===== src/rtl/sr_pulse_ctrl_pkg.sv =====
// Shared types and helpers for the SR pulse controller: FSM states, slot
// contents and the counter-width helper used by the top and the debouncer.
package sr_pulse_ctrl_pkg;

    typedef enum logic [1:0] {
        IDLE    = 2'd0,
        PULSE   = 2'd1,
        HOLDOFF = 2'd2
    } state_t;

    typedef enum logic [1:0] {
        SLOT_NONE = 2'd0,
        SLOT_SET  = 2'd1,
        SLOT_RST  = 2'd2
    } slot_t;

    // Width of a counter that must hold 0 .. max_count-1 (never narrower than 1 bit).
    function automatic int cnt_width(input int max_count);
        return (max_count < 2) ? 1 : $clog2(max_count);
    endfunction

endpackage


===== src/rtl/sr_pulse_ctrl_debounce.sv =====
// Two-flop synchroniser, counting debouncer and rising-edge detector for one
// raw push-button; rise is a single-cycle request per accepted press.
module sr_pulse_ctrl_debounce
    import sr_pulse_ctrl_pkg::*;
#(
    parameter int DEBOUNCE_CYCLES = 4
) (
    input  logic clk,
    input  logic rst_n,
    input  logic btn,
    output logic rise
);

    localparam int            CW   = cnt_width(DEBOUNCE_CYCLES);
    localparam logic [CW-1:0] LAST = CW'(DEBOUNCE_CYCLES - 1);

    logic          sync1;
    logic          sync2;
    logic          stable;
    logic [CW-1:0] cnt;

    // The stable level only flips after DEBOUNCE_CYCLES consecutive differing
    // samples; rise is raised on the same edge so the top can issue a cycle later.
    always_ff @(posedge clk or negedge rst_n) begin
        if (!rst_n) begin
            sync1  <= 1'b0;
            sync2  <= 1'b0;
            stable <= 1'b0;
            cnt    <= '0;
            rise   <= 1'b0;
        end else begin
            sync1 <= btn;
            sync2 <= sync1;
            rise  <= 1'b0;
            if (sync2 == stable) begin
                cnt <= '0;
            end else if (cnt == LAST) begin
                stable <= sync2;
                cnt    <= '0;
                rise   <= sync2;
            end else begin
                cnt <= cnt + CW'(1);
            end
        end
    end

endmodule


===== src/rtl/sr_pulse_ctrl.sv =====
// Command stage for the gate-level SR flip-flop: debounced button requests are
// turned into fixed-width, mutually exclusive S/R pulses with a holdoff gap.
module sr_pulse_ctrl
    import sr_pulse_ctrl_pkg::*;
#(
    parameter int DEBOUNCE_CYCLES = 4,
    parameter int PULSE_CYCLES    = 2,
    parameter int HOLDOFF_CYCLES  = 2
) (
    input  logic clk,
    input  logic rst_n,
    input  logic set_btn,
    input  logic rst_btn,
    output logic S,
    output logic R,
    output logic busy,
    output logic conflict,
    output logic q_exp
);

    localparam int            MAXC        = (PULSE_CYCLES > HOLDOFF_CYCLES) ? PULSE_CYCLES : HOLDOFF_CYCLES;
    localparam int            CW          = cnt_width(MAXC);
    localparam logic [CW-1:0] PULSE_LAST  = CW'(PULSE_CYCLES - 1);
    localparam logic [CW-1:0] HOLD_LAST   = CW'((HOLDOFF_CYCLES > 0) ? HOLDOFF_CYCLES - 1 : 0);
    localparam state_t        AFTER_PULSE = (HOLDOFF_CYCLES > 0) ? HOLDOFF : IDLE;

    logic          set_req;
    logic          rst_req;
    state_t        state;
    state_t        state_nxt;
    slot_t         slot;
    slot_t         slot_eff;
    slot_t         kind;
    logic [CW-1:0] cnt;
    logic          cnt_done;

    sr_pulse_ctrl_debounce #(.DEBOUNCE_CYCLES(DEBOUNCE_CYCLES)) u_set_db (
        .clk  (clk),
        .rst_n(rst_n),
        .btn  (set_btn),
        .rise (set_req)
    );

    sr_pulse_ctrl_debounce #(.DEBOUNCE_CYCLES(DEBOUNCE_CYCLES)) u_rst_db (
        .clk  (clk),
        .rst_n(rst_n),
        .btn  (rst_btn),
        .rise (rst_req)
    );

    // Slot as seen this cycle: newest request wins, a collision empties it.
    // IDLE looks at this directly so a fresh request issues without an extra cycle.
    always_comb begin
        slot_eff = slot;
        if (set_req && rst_req) begin
            slot_eff = SLOT_NONE;
        end else if (set_req) begin
            slot_eff = SLOT_SET;
        end else if (rst_req) begin
            slot_eff = SLOT_RST;
        end
    end

    always_comb begin
        cnt_done = (state == PULSE) ? (cnt == PULSE_LAST) : (cnt == HOLD_LAST);
    end

    always_ff @(posedge clk or negedge rst_n) begin
        if (!rst_n) begin
            state <= IDLE;
        end else begin
            state <= state_nxt;
        end
    end

    always_comb begin
        state_nxt = state;
        case (state)
            IDLE:    if (slot_eff != SLOT_NONE) state_nxt = PULSE;
            PULSE:   if (cnt_done) state_nxt = AFTER_PULSE;
            HOLDOFF: if (cnt_done) state_nxt = IDLE;
            default: state_nxt = IDLE;
        endcase
    end

    // Slot, latched pulse type, phase counter, conflict flag and expected Q.
    always_ff @(posedge clk or negedge rst_n) begin
        if (!rst_n) begin
            slot     <= SLOT_NONE;
            kind     <= SLOT_NONE;
            cnt      <= '0;
            conflict <= 1'b0;
            q_exp    <= 1'b0;
        end else begin
            conflict <= set_req & rst_req;
            slot     <= slot_eff;
            if (state != state_nxt) begin
                cnt <= '0;
            end else if (state != IDLE) begin
                cnt <= cnt + CW'(1);
            end
            if (state == IDLE && slot_eff != SLOT_NONE) begin
                slot  <= SLOT_NONE;
                kind  <= slot_eff;
                q_exp <= (slot_eff == SLOT_SET);
            end
        end
    end

    always_comb begin
        S    = (state == PULSE) && (kind == SLOT_SET);
        R    = (state == PULSE) && (kind == SLOT_RST);
        busy = (state != IDLE);
    end

endmodule

===== config.mk =====
export PLATFORM = sky130hd
export DESIGN_NAME = sr_pulse_ctrl
export DESIGN_NICKNAME = d
export VERILOG_FILES = /design/src/rtl/sr_pulse_ctrl_pkg.sv /design/src/rtl/sr_pulse_ctrl_debounce.sv /design/src/rtl/sr_pulse_ctrl.sv
export SDC_FILE = /design/constraint.sdc
export NUM_CORES = 1
export LEC_CHECK = 0
export CAP_MARGIN = 30
export CELL_PAD_IN_SITES_DETAIL_PLACEMENT = 0
export CELL_PAD_IN_SITES_GLOBAL_PLACEMENT = 1
export CORE_ASPECT_RATIO = 1.2
export CORE_UTILIZATION = 46
export CTS_BUF_LIST = sky130_fd_sc_hd__clkbuf_16
export DETAILED_ROUTE_END_ITERATION = 7
export GPL_TIMING_DRIVEN = 0
export PLACE_DENSITY = 0.91
export SKIP_LAST_GASP = 1
export SLEW_MARGIN = 20
export SYNTH_ARGS = -nofsm -noshare
export SYNTH_HDL_FRONTEND = slang
export SYNTH_SLANG_ARGS = --single-unit

===== constraint.sdc =====
create_clock -name clk -period 2.4 [get_ports clk]
set_clock_uncertainty 0.2 [all_clocks]
set_input_delay 0.24 -clock clk [delete_from_list [all_inputs] [get_ports clk]]
set_output_delay 0.24 -clock clk [all_outputs]
set_load 0.1 [all_outputs]

Word-level counts from Yosys, hierarchy flattened
Index checks and enable logic that the tools add are counted.
Storage, ports and cells
  input bits: 4
  register bits: 21
Operators by class
  reduce and logical (&&, ||, !) cells: 10
  bitwise gates (word level): 3
  equality and inequality tests: 10
  $add $sub $neg: 3
  muxes and demuxes: 18
Operators by type and width (count)
  $mux 2: 11
  $eq 2x2->1 const B: 4
  $eq 2x1->1 const B: 3
  $mux 1: 6
  $pmux 2 s3: 1
  $reduce_bool 2->1: 3
  $add 2x1->2 const B: 2
  $logic_and 1x1->1: 4
  $reduce_and 2->1: 2
  $eq 1x1->1: 2
  $logic_not 2->1: 1
  $ne 2x2->1: 1
  $not 1->1: 2
  $add 1x1->1 const B: 1
  $and 1x1->1: 1

Logic depth before layout (Yosys ltp)
Gate-level depths: netlist of run 1.
  word-level depth: 8
  mapped depth: 5

Cells and area by module
From an unflattened synthesis of run 1, not the netlist that was laid out.
Unflattened totals
  cells, all modules: 68
  area, all modules: 865.8 um^2
Modules (own cells, without submodules)
  sr_pulse_ctrl: area an instance 447.9 um^2, sequential area each 225.2 um^2, cells an instance 44, instances 1
  sr_pulse_ctrl_debounce: area an instance 209.0 um^2, sequential area each 150.1 um^2, cells an instance 12, instances 2

Least setup slack after synthesis of run 1
No wires, ideal clock.
  kind: register to output
  start point: register state[1]
  end point: output port S
  buffers on the path: 0
  arrival: 2871 ps
  required time: 1960 ps
  stages on the path, launching flop included: 3
  path slack: -911 ps
  path through: dfrtp_1 nand2b_1 nor3b_1
On the way
  word-level cells in the longest chain between the ends: 2
Ends and longest elaborated chain
  start: declaration: RTL line sr_pulse_ctrl.sv:29  | state_t state;
  start signal: assignment: RTL line sr_pulse_ctrl.sv:72  | state <= state_nxt;
  $eq 2x1->1: RTL line sr_pulse_ctrl.sv:111  | S = (state == PULSE) && (kind == SLOT_SET);
  $logic_and 1x1->1: RTL line sr_pulse_ctrl.sv:111
  end: declaration: RTL line sr_pulse_ctrl.sv:14  | output logic S,
No other way between the ends.

Final worst setup path of run 1
  start point: register state[0]
  end point: output port busy
On the way
  word-level cells in the longest chain between the ends: 1
Ends and longest elaborated chain
  $reduce_bool 2->1: RTL line sr_pulse_ctrl.sv:113  | busy = (state != IDLE);
  end: declaration: RTL line sr_pulse_ctrl.sv:16  | output logic busy,
No other way between the ends.

==> results of run 1 <==
## metal layers
layer | global-route usage [%] | vias up | share of wire (%)
met5 | 0 | - | 0
met4 | 11.29 | 0 | 3.5
met3 | 4.444 | 5 | 3.3
met2 | 24.48 | 8 | 49
met1 | 16.01 | 273 | 44
li1 | - | 275 | -
## flip-flops by register name (all words and copies together), names as in the netlist, 2 cells and up
| register | cells |
|---|---|
| kind | 2 |
| slot | 2 |
| state | 2 |
| u_rst_db.cnt | 2 |
| u_set_db.cnt | 2 |
## repair_timing
item | CTS | global route
resized for setup | 6 | 3
hold endpoints to repair | 0 | 0
endpoints found under the setup margin | 3 | 1
## final timing paths
| kind | end | cells past startpoint | from | slack [ns] |
|---|---|---|---|---|
| worst max-delay path | busy | 4 | state[0]$_DFF_PN0_ | 0.11 |
| worst min-delay path | state[1]$_DFF_PN0_ | 1 | rst_n | 0.06 |
| worst max register to register | state[0]$_DFF_PN0_ | 4 | u_set_db.rise$_DFF_PN0_ | 0.82 |
| worst min register to register | u_rst_db.sync2$_DFF_PN0_ | 0 | u_rst_db.sync1$_DFF_PN0_ | 0.15 |
| max in group asynchronous | q_exp$_DFFE_PN0P_ | 2 | rst_n | 1.54 |
| min in group clk | u_rst_db.sync2$_DFF_PN0_ | 0 | u_rst_db.sync1$_DFF_PN0_ | 0.15 |
## power breakdown
part / internal, uW / leakage, uW / total [uW] / switching [uW]
sequential: 450 / 0.000266 / 522 / 72.2
clock: 225 / 0.0000371 / 353 / 128
combinational: 194 / 0.000184 / 571 / 376
total: 869 / 0.000487 / 1450 / 576
## synth_stat cells (all sizes together) (2+ instances only)
library cell  instances
nand2b                2
inv                   3
nor2                  4
nor3b                 3
nor3                  6
and3b                 2
a21oi                 2
nand2                 3
xnor2                 2
buf                   2
nor2b                 2
dfrtp                21
o22ai                 2
mux2                  2
o21ai                 4
ha                    2
## metrics by stage
| step | hold slack, ns | power, uW | setup TNS [ns] |
|---|---|---|---|
| floorplan | -0.2556 | 984.8 | -1.805 |
| global placement | 0.1367 | 1096 | -0.1666 |
| detailed placement | 0.1395 | 1115 | -0.1660 |
| CTS | 0.1526 | 1459 | -0.07396 |
| global route | 0.07942 | 1520 | 0 |
| finish | 0.05676 | 1445 | 0 |
## cells by family after synthesis
logic type | share of synthesized area (%)
XOR/XNOR | 2.038
adder cells (fa/ha/maj) | 2.911
AND/OR/NAND/NOR | 18.78
AO/OA/AOI/OAI | 8.880
multiplexers | 2.620
buffers and inverters | 3.638
flip-flops | 61.13
## critical path, cell delays in order (launching register included)
cell	delay, ns
dfrtp_1	0.31
buf_2	0.20
nor2_4	0.07
inv_1	0.13
dlygate4sd2_1	0.87
## final cells by class
| cell class | instances | area, um^2 |
|---|---|---|
| flip-flops and latches | 21 | 525.5 |
| fillers | 144 | 626.9 |
| multi-input cells | 44 | 302.8 |
| repair buffers | 9 | 90.09 |
| inverters | 3 | 11.26 |
| clock inverters | 1 | 7.507 |
| well taps | 18 | 22.52 |
| plain buffers | 3 | 20.02 |
| clock buffers | 3 | 75.07 |
==> summary.txt, run 1 <==
Global routing
  – Initial antenna violation count: 0
  – Pin count of the biggest net entering global routing: 22
  – Total Routing Usage GR: 14.99%
  – Grt ovf: 0
  – Vias in the first global route: 532
  – First-pass GRT wire length: 2194 um

Pwr
  – Peak VDD IR: 897.7 uV
  – P_leak: 0.0004869 uW
  – Power Dens Cells: 1370 mW/mm^2

Clock tree
  – Worst-path clk slew: 0.06 ns
  – Max clock buf depth: 2
  – Root Buffer Master: clkbuf_16
  – H-Tree Depth: 1
  – Num Clock Sinks: 21
  – Clk_lat worst skew: 0.25 ns
  – Hold Buf Count CTS: 0
  – Post-CTS setup buffer count: 0
  – Total CTS buffers: 3
  – CTS tree: yes

Synthesis
  – Post-synth EDFFs: 0
  – Synth Flop Type: dfrtp_1
  – Yosys top cell by area: dfrtp_1
  – Yosys top cell area share: 61.14%
  – Yosys warnings: 0
  – Ys async rst share: 100.0%
  – Mapped cell area: 859.6 um^2
  – Mean Syn Cell Area: 12.11 um^2
  – Sequential-to-total area share from yosys stat: 61.14%
  – Area contributors post-synth: dfrtp_1 61%, nor3_1 3.5%, ha_1 2.9%, mux2_2 2.6%, nor3b_1 2.6%
  – Synth unique cells: 27
  – Syn nets: 77
  – Synthesized flop and latch total: 21
  – Post-Synthesis Cells: 71

Run status
  – Status: finished, final reports clean

Critical path
  – Critical Path Source Type: flop
  – CP arrival: 1.85 ns
  – Crit Path Max Fanout: 9
  – Critical Path RT: 1.96 ns
  – CP Capture Type: output pin
  – Critical path class: reg -> out

STA
  – Worst relative slew slack: 35.67%
  – Count of final setup violators: 0
  – Final min period: 2.292 ns
  – Final Cycle Share: 95.48%
  – Fmax: 436.4 MHz
  – RSZ-0062 raised after global routing: false
  – Final Hold Viols: 0
  – Measured slew at the worst slew-check pin: 0.9619 ns
  – Max-slew violation total from the final report: 0
  – Setup slack after layout: 0.1084 ns

Floorplanning
  – Rows: 16
  – Core area: 0.001682 mm^2
  – Die span in y: 49.36 um
  – Starting Density: 51.12%
  – Die width: 41.46 um
  – DIE AREA: 0.002046 mm^2
  – Ports: 9

Routing
  – Routed wire per std cell: 12.71 um
  – DR iter-0 viols: 5
  – Via count: 561
  – Drt drc: 0
  – Router iterations before antenna repair: 4
  – Post-DRT Antenna Nets: 0
  – Via-to-Cell Ratio: 5.500
  – Final WL: 1296 um

Place
  – PortBufs: 8
  – Gp weighted congestion: 0.7148
  – HPWL after DPL: 876.7 um
  – Placed cells: 97
  – Post-Place Worst Slack: -0.09575 ns
  – DP Area: 962.2 um^2

Layout
  – Final non-filler cell total: 102
  – Final Instance Area: 0.001055 mm^2
  – Commonest non-fill, non-tap cells in the layout: 21 x dfrtp_1, 6 x nor3_1, 5 x clkdlybuf4s50_1, 4 x o21ai_0
  – Most common cell after layout, fill and taps aside: dfrtp_1
  – Nets@finish: 91
  – Core Util, Final: 62.72%
  – Area grow syn2layout: 22.71%
  – Fraction of layout cells with a size suffix above 1: 16.67%
  – Diode count: 0

Flow run
  – Max-Cap Viols: 0

Worst hold path
  – Hold WC Path Type: in -> async
(Power assumes the default switching activity.)
==> inputs of run 2 (changes only) <==
--- a/config.mk
+++ b/config.mk
@@ -14,6 +14,7 @@
 export DETAILED_ROUTE_END_ITERATION = 7
 export GPL_TIMING_DRIVEN = 0
 export PLACE_DENSITY = 0.91
+export REMOVE_ABC_BUFFERS = 1
 export SKIP_LAST_GASP = 1
 export SLEW_MARGIN = 20
 export SYNTH_ARGS = -nofsm -noshare
==> run 2 against run 1 <==
  * Flip-flop and latch count did not move
  * Die area is the same
  * Critical endpoint unchanged
  * Worst setup slack got worse by 0.035 ns
  * Largest cell class unchanged
  * Critical path type unchanged
  * First-iteration DRC count rose by 40%
==> summary.txt, run 2 (synthesized netlist as in run 1, its figures left out) <==
Global routing
  – Pin count of the biggest net entering global routing: 22 (unchanged)
  – Total Routing Usage GR: 16.07% (was 14.99%)
  – Initial antenna violation count: 0 (unchanged)
  – First-pass GRT wire length: 2415 um (was 2194 um)
  – Grt ovf: 0 (unchanged)
  – Vias in the first global route: 575 (was 532)

Critical path
  – Crit Path Max Fanout: 9 (unchanged)
  – CP Capture Type: output pin (unchanged)
  – Critical path class: reg -> out (unchanged)
  – Critical Path Source Type: flop (unchanged)
  – CP peak stage delay: 0.87 ns (about the same)
  – CP cell instances: nor2_4 > inv_1 > dlygate4sd2_1 (was buf_2 > nor2_4 > inv_1 > dlygate4sd2_1)
  – CP arrival: 1.89 ns (was 1.85 ns)
  – Slowest cell on crit path: dlygate4sd2_1 (unchanged)
  – Critical Path RT: 1.96 ns (about the same)
  – R2R depth: 3 (was 4)

Clock tree
  – Total CTS buffers: 3 (unchanged)
  – Root Buffer Master: clkbuf_16 (unchanged)
  – Post-CTS setup buffer count: 0 (unchanged)
  – Num Clock Sinks: 21 (unchanged)
  – CTS tree: yes (unchanged)
  – Clk_lat worst skew: 0.25 ns (about the same)
  – H-Tree Depth: 1 (unchanged)
  – Worst-path clk slew: 0.06 ns (about the same)
  – Max clock buf depth: 2 (unchanged)

Routing
  – Post-DRT Antenna Nets: 0 (unchanged)
  – DR iter-0 viols: 7 (was 5)
  – Via-to-Cell Ratio: 5.525 (was 5.500)
  – Via count: 547 (was 561)
  – Routed wire per std cell: 13.21 um (was 12.71 um)
  – Final WL: 1308 um (was 1296 um)
  – Router iterations before antenna repair: 4 (unchanged)
  – Drt drc: 0 (unchanged)

Pwr
  – Sw frac: 39.99% (was 39.86%)
  – Internal: 857.6 uW (was 869.3 uW)
  – P_sw: 571.4 uW (was 576.1 uW)
  – Sequential Power Share: 38.2% (was 36.1%)
  – P_leak: 0.0004781 uW (was 0.0004869 uW)
  – Peak VDD IR: 861.4 uV (was 897.7 uV)
  – Power Dens Cells: 1384 mW/mm^2 (was 1370 mW/mm^2)
  – Clock power share: 24.2% (was 24.4%)
  – Comb power frac: 37.6% (was 39.5%)

Floorplanning
  – Die width: 41.46 um (unchanged)
  – Rows: 16 (unchanged)
  – Die span in y: 49.36 um (unchanged)
  – Starting Density: 51.12% (unchanged)
  – Core area: 0.001682 mm^2 (unchanged)
  – Ports: 9 (unchanged)
  – DIE AREA: 0.002046 mm^2 (unchanged)

Layout
  – Area grow syn2layout: 20.09% (was 22.71%)
  – Commonest non-fill, non-tap cells in the layout: 21 x dfrtp_1, 6 x nor3_1, 5 x clkdlybuf4s50_1, 4 x o21ai_0 (unchanged)
  – Fillers: 139 (was 144)
  – Fraction of layout cells with a size suffix above 1: 14.81% (was 16.67%)
  – Nets@finish: 88 (was 91)
  – Diode count: 0 (unchanged)
  – Core Util, Final: 61.38% (was 62.72%)
  – Most common cell after layout, fill and taps aside: dfrtp_1 (unchanged)

STA
  – Max-slew violation total from the final report: 0 (unchanged)
  – RSZ-0062 raised after global routing: false (unchanged)
  – Worst hold slack: 0.03857 ns (was 0.05676 ns)
  – Fmax: 429.9 MHz (was 436.4 MHz)
  – Count of final setup violators: 0 (unchanged)
  – Measured slew at the worst slew-check pin: 0.9752 ns (was 0.9619 ns)
  – Final min period: 2.326 ns (was 2.292 ns)
  – Final Cycle Share: 96.93% (was 95.48%)
  – Final Hold Viols: 0 (unchanged)
  – Worst relative slew slack: 34.78% (was 35.67%)

Worst hold path
  – Hold WC Path Type: in -> async (unchanged)

Place
  – Gp weighted congestion: 0.7057 (was 0.7148)
  – HPWL after DPL: 881.8 um (was 876.7 um)
  – PortBufs: 8 (unchanged)

Run status
  – Status: finished, final reports clean (unchanged)

Flow run
  – Max-Cap Viols: 0 (unchanged)
[run 2: cell types whose count changed in the layout (fill, tap and decap cells not counted)]
cell and delta:
buf_6 -1, clkinvlp_4 -1, clkbuf_1 -1, clkinv_2 +1, buf_2 -1
[run 2: final timing paths]
| path | startpoint | to | slack [ns] |
|---|---|---|---|
| max reg2reg | u_rst_db.rise$_DFF_PN0_ | state[0]$_DFF_PN0_ | 0.84 |
| min reg2reg | u_rst_db.sync1$_DFF_PN0_ | u_rst_db.sync2$_DFF_PN0_ | 0.15 |
| min in group clk | u_rst_db.sync1$_DFF_PN0_ | u_rst_db.sync2$_DFF_PN0_ | 0.15 |
| max | state[0]$_DFF_PN0_ | busy | 0.07 |
| max in group asynchronous | rst_n | u_rst_db.rise$_DFF_PN0_ | 1.57 |
| min | rst_n | state[1]$_DFF_PN0_ | 0.04 |
[run 2: metal layers]
| metal | up-vias | GRT usage (%) | wire [um] |
|---|---|---|---|
| li1 | 269 | - | - |
| met1 | 264 | 16.71 | 530 |
| met2 | 9 | 28.13 | 693 |
| met3 | 5 | 3.333 | 43 |
| met4 | 0 | 11.29 | 40 |
| met5 | - | 0 | 0 |
[run 2: final cells by class]
class	count	area, um^2	area share, %
inverters	3	11.26	1.091
well taps	18	22.52	2.182
clock inverters	1	5.005	0.4848
flip-flops and latches	21	525.5	50.91
clock buffers	3	75.07	7.273
repair buffers	9	90.09	8.727
multi-input cells	44	302.8	29.33
[run 2: repair_timing]
action	CTS	global route
gates resized for setup	6	3
endpoints found under the setup margin	3	1
hold buffers	0	0
[run 2: critical path, delay by kind of cell (launching register included)]
family	cells	cell delay, ns
buffers and inverters	2	1.01
flip-flops	1	0.53
AND/OR/NAND/NOR	1	0.09
[run 2: metrics by stage]
step | setup WS, ns | std cells | total power, uW | TNS [ns] | area (um^2)
CTS | -0.09615 | 98 | 1438 | -0.09615 | 1021
finish | 0.07365 | 99 | 1429 | 0 | 1032
floorplan | -0.9202 | 68 | 975.0 | -1.823 | 839.6
global route | 0.01290 | 99 | 1526 | 0 | 1032
global placement | -0.06980 | 94 | 1085 | -0.1234 | 942.2
detailed placement | -0.1184 | 94 | 1103 | -0.2085 | 942.2
[run 2: power by group through the flow]
| stage | clock network (uW) | registers (uW) | logic, uW |
|---|---|---|---|
| 6_report | 346 | 545 | 537 |
| 5_1_grt | 369 | 562 | 595 |
| 4_1_cts | 351 | 546 | 540 |
| 3_5_place_dp | 0 | 553 | 550 |
| 3_3_place_gp | 0 | 545 | 540 |
| 2_1_floorplan | 0 | 585 | 390 |
==> inputs of run 3 (changes only) <==
--- a/config.mk
+++ b/config.mk
@@ -5,15 +5,16 @@
 export SDC_FILE = /design/constraint.sdc
 export NUM_CORES = 1
 export LEC_CHECK = 0
-export CAP_MARGIN = 30
+export ABC_AREA = 1
+export CAP_MARGIN = 20
 export CELL_PAD_IN_SITES_DETAIL_PLACEMENT = 0
 export CELL_PAD_IN_SITES_GLOBAL_PLACEMENT = 1
 export CORE_ASPECT_RATIO = 1.2
-export CORE_UTILIZATION = 46
+export CORE_UTILIZATION = 41
 export CTS_BUF_LIST = sky130_fd_sc_hd__clkbuf_16
 export DETAILED_ROUTE_END_ITERATION = 7
 export GPL_TIMING_DRIVEN = 0
-export PLACE_DENSITY = 0.91
+export PLACE_DENSITY = 0.85
 export REMOVE_ABC_BUFFERS = 1
 export SKIP_LAST_GASP = 1
 export SLEW_MARGIN = 20
==> constraint.sdc (replaced) <==
create_clock -name clk -period 2.25 [get_ports clk]
set_clock_uncertainty 0.2 [all_clocks]
set_input_delay 0.225 -clock clk [delete_from_list [all_inputs] [get_ports clk]]
set_output_delay 0.225 -clock clk [all_outputs]
set_load 0.1 [all_outputs]
==> run 3 against run 2 <==
  * Flip-flop and latch count unchanged
  * Wire length down 16%
  * Synthesized cell count up 1.4%
  * Clock power up 4%
  * Worst hold slack better by 0.11 ns
  * Area after synthesis down 6.8%
  * Critical path depth down 2
  * Sequential share of layout area up 2.8 points
==> summary.txt, run 3 <==
Place
  – PortBufs: 8 (unchanged)
  – HPWL after DPL: 760.7 um (was 881.8 um)
  – Gp weighted congestion: 0.7187 (was 0.7057)
  – Post-Place Worst Slack: -0.09236 ns (was -0.1184 ns)
  – Placed cells: 99 (was 94)

Clock tree
  – Worst-path clk slew: 0.05 ns (was 0.06 ns)
  – Clk_lat worst skew: 0.25 ns (about the same)
  – Max clock buf depth: 2 (unchanged)
  – H-Tree Depth: 1 (unchanged)
  – Total CTS buffers: 3 (unchanged)
  – Post-CTS setup buffer count: 0 (unchanged)
  – Num Clock Sinks: 21 (unchanged)
  – Root Buffer Master: clkbuf_16 (unchanged)
  – Hold Buf Count CTS: 0 (unchanged)
  – CTS tree: yes (unchanged)

Critical path
  – Critical Path RT: 1.82 ns (was 1.96 ns)
  – R2R depth: 4 (was 3)
  – Critical R2R Capture: kind[1]$_DFFE_PN0P_ (was state[0]$_DFF_PN0_)
  – R2r startpoint: state[0]$_DFF_PN0_ (was u_rst_db.rise$_DFF_PN0_)
  – CP Capture Type: output pin (unchanged)
  – Critical Path Source Type: flop (unchanged)
  – Crit Path Max Fanout: 2 (was 9)
  – Crit path max-delay family: buffers and inverters (unchanged)
  – CP cell instances: clkdlybuf4s50_1 (was nor2_4 > inv_1 > dlygate4sd2_1)
  – WP buf/inv: 1 (was 2)
  – CP arrival: 1.72 ns (was 1.89 ns)
  – Slack of the worst reg-to-reg path: 1.04 ns (was 0.84 ns)
  – CP peak stage delay: 1.13 ns (was 0.87 ns)
  – Critical path class: reg -> out (unchanged)
  – Slowest cell on crit path: clkdlybuf4s50_1 (was dlygate4sd2_1)

Global routing
  – Grt met3 use: 4.317% (was 3.333%)
  – Met2 Track Usage GR: 19.49% (was 28.13%)
  – Pin count of the biggest net entering global routing: 22 (unchanged)
  – Initial antenna violation count: 0 (unchanged)
  – Total Routing Usage GR: 13.15% (was 16.07%)
  – Grt ovf: 0 (unchanged)
  – Grt met1 use: 14.49% (was 16.71%)
  – First-pass GRT wire length: 1911 um (was 2415 um)
  – GRT busiest layer: met2 (unchanged)
  – Vias in the first global route: 446 (was 575)

Synthesis
  – Post-Synthesis Cells: 72 (was 71)
  – Area contributors post-synth: dfrtp_1 66%, inv_1 5.2%, nor2_1 4.7%, nand2_1 4.2%, ha_1 3.1% (was dfrtp_1 61%, nor3_1 3.5%, ha_1 2.9%, mux2_2 2.6%, nor3b_1 2.6%)
  – Synth unique cells: 19 (was 27)
  – Synth top cells by count: 21 x dfrtp_1, 11 x inv_1, 10 x nor2_1, 9 x nand2_1 (was 21 x dfrtp_1, 6 x nor3_1, 4 x o21ai_0)
  – Sequential-to-total area share from yosys stat: 65.63% (was 61.14%)
  – Yosys warnings: 0 (unchanged)
  – Mean Syn Cell Area: 11.12 um^2 (was 12.11 um^2)
  – Synthesized flop and latch total: 21 (unchanged)
  – Count leader, synth: dfrtp_1 (unchanged)
  – Yosys top cell by area: dfrtp_1 (unchanged)
  – Ys async rst share: 100.0% (unchanged)
  – Yosys top cell area share: 65.63% (was 61.14%)
  – Post-synth EDFFs: 0 (unchanged)
  – Synth Flop Type: dfrtp_1 (unchanged)
  – Mapped cell area: 800.8 um^2 (was 859.6 um^2)

Floorplanning
  – Core area: 0.001829 mm^2 (was 0.001682 mm^2)
  – Die width: 42.35 um (was 41.46 um)
  – Rows: 17 (was 16)
  – DIE AREA: 0.002135 mm^2 (was 0.002046 mm^2)
  – Starting Density: 43.78% (was 51.12%)
  – Die span in y: 50.41 um (was 49.36 um)
  – Ports: 9 (unchanged)

Routing
  – Via count: 497 (was 547)
  – Post-DRT Antenna Nets: 0 (unchanged)
  – Via-to-Cell Ratio: 4.825 (was 5.525)
  – Routed wire per std cell: 10.70 um (was 13.21 um)
  – DR iter-0 viols: 9 (was 7)
  – Drt drc: 0 (unchanged)
  – Router iterations before antenna repair: 3 (was 4)
  – Final WL: 1102 um (was 1308 um)

Worst hold path
  – Hold path cells: 0
  – Min-delay src: u_rst_db.sync1$_DFF_PN0_
  – Hold WC Path Type: reg -> reg (was in -> async)
  – Hold path endpoint: u_rst_db.sync2$_DFF_PN0_

STA
  – Final min period: 2.145 ns
  – Measured slew at the worst slew-check pin: 0.9604 ns (was 0.9752 ns)
  – Setup slack after layout: 0.1050 ns (was 0.07365 ns)
  – Max-slew violation total from the final report: 0 (unchanged)
  – Final Cycle Share: 95.33%
  – Count of final setup violators: 0 (unchanged)
  – RSZ-0062 raised after global routing: false (unchanged)
  – Worst relative slew slack: 35.77% (was 34.78%)
  – Final Hold Viols: 0 (unchanged)
  – Fmax: 466.2 MHz

Pwr
  – P_leak: 0.0005002 uW (was 0.0004781 uW)
  – Power Dens Cells: 1381 mW/mm^2 (was 1384 mW/mm^2)
  – Peak VDD IR: 798.7 uV (was 861.4 uV)

Layout
  – Fillers: 157 (was 139)
  – Final non-filler cell total: 103 (was 99)
  – Most common cell after layout, fill and taps aside: dfrtp_1 (unchanged)
  – Diode count: 0 (unchanged)
  – Commonest non-fill, non-tap cells in the layout: 21 x dfrtp_1, 12 x inv_1, 10 x nor2_1, 9 x nand2_1, 5 x clkdlybuf4s50_1 (was 21 x dfrtp_1, 6 x nor3_1, 5 x clkdlybuf4s50_1, 4 x o21ai_0)
  – Area grow syn2layout: 22.19% (was 20.09%)
  – Fraction of layout cells with a size suffix above 1: 13.10% (was 14.81%)
  – Nets@finish: 91 (was 88)

Flow run
  – Max-Cap Viols: 0 (unchanged)

Run status
  – Status: finished, final reports clean (unchanged)
run 3: cell count changes after synthesis, moves of 3 or more:
cell / change
nor3_1: -3
nor2_1: +7
inv_1: +8
nand2_1: +6
nor3b_1: -3
run 3: worst reg2reg max path, cell delays in order, from the launching register on:
cell	delay, ns
dfrtp_1	0.42
nor2_4	0.19
inv_2	0.06
nor2_2	0.12
o21ai_0	0.09
run 3: routing by layer:
layer | vias up | wire length [um]
li1 | 249 | -
met1 | 234 | 509
met3 | 6 | 35
met2 | 8 | 511
met5 | - | 0
met4 | 0 | 46
run 3: repair_timing:
item | 4_1_cts | 5_1_grt
gates resized for setup | 5 | 3
endpoints found under the setup margin | 3 | 1
endpoints found under the hold margin | 0 | 0
run 3: logic make-up after synthesis:
| group | after synthesis | share of synthesized area (%) |
|---|---|---|
| and+or+nand+nor | 25 | 13.59 |
| DFF | 21 | 65.62 |
| buffers and inverters | 12 | 5.625 |
| AOI/OAI and AO/OA | 10 | 9.843 |
| xor gates and xnor gates | 2 | 2.188 |
| adders and majority gates | 2 | 3.125 |
run 3: worst max path at each step:
stage                        from  endpoint  slack, ns  cells after the start
2_1_floorplan  state[1]$_DFF_PN0_         R      -0.79                      3
3_3_place_gp   state[1]$_DFF_PN0_         R      -0.08                      4
3_5_place_dp   state[1]$_DFF_PN0_         R      -0.09                      4
4_1_cts        state[1]$_DFF_PN0_         R      -0.09                      4
5_1_grt         q_exp$_DFFE_PN0P_     q_exp       0.08                      1
6_report        q_exp$_DFFE_PN0P_     q_exp       0.11                      1
run 3: layout make-up:
class                   count  area, um^2  area share (%)
flip-flops and latches     21       525.5           53.71
inverters                  12       45.04           4.604
clock buffers               3       75.07           7.673
repair buffers              8       75.07           7.673
multi-input cells          39       230.2           23.53
clock inverters             1       3.754          0.3836
well taps                  19       23.77           2.430
run 3: stage by stage:
step                      hold WS, ns   TNS, ns  total power [uW]  instance area (um^2)  util (%)
final                          0.1455         0              1351                 978.4     53.49
after global routing           0.1531         0              1439                 978.4     53.49
after CTS                      0.1469  -0.09173              1366                 982.2     53.69
after detailed placement       0.1347   -0.1348              1008                 904.6     49.45
after global placement         0.1323   -0.1085             992.3                 904.6     49.45
after floorplan               -0.2706   -0.8140             904.2                 800.8         -
run 3: report_power, final:
group / internal, uW / switching [uW] / total, uW
logic: 134 / 308 / 442
registers: 479 / 68.7 / 548
clock network: 236 / 125 / 361
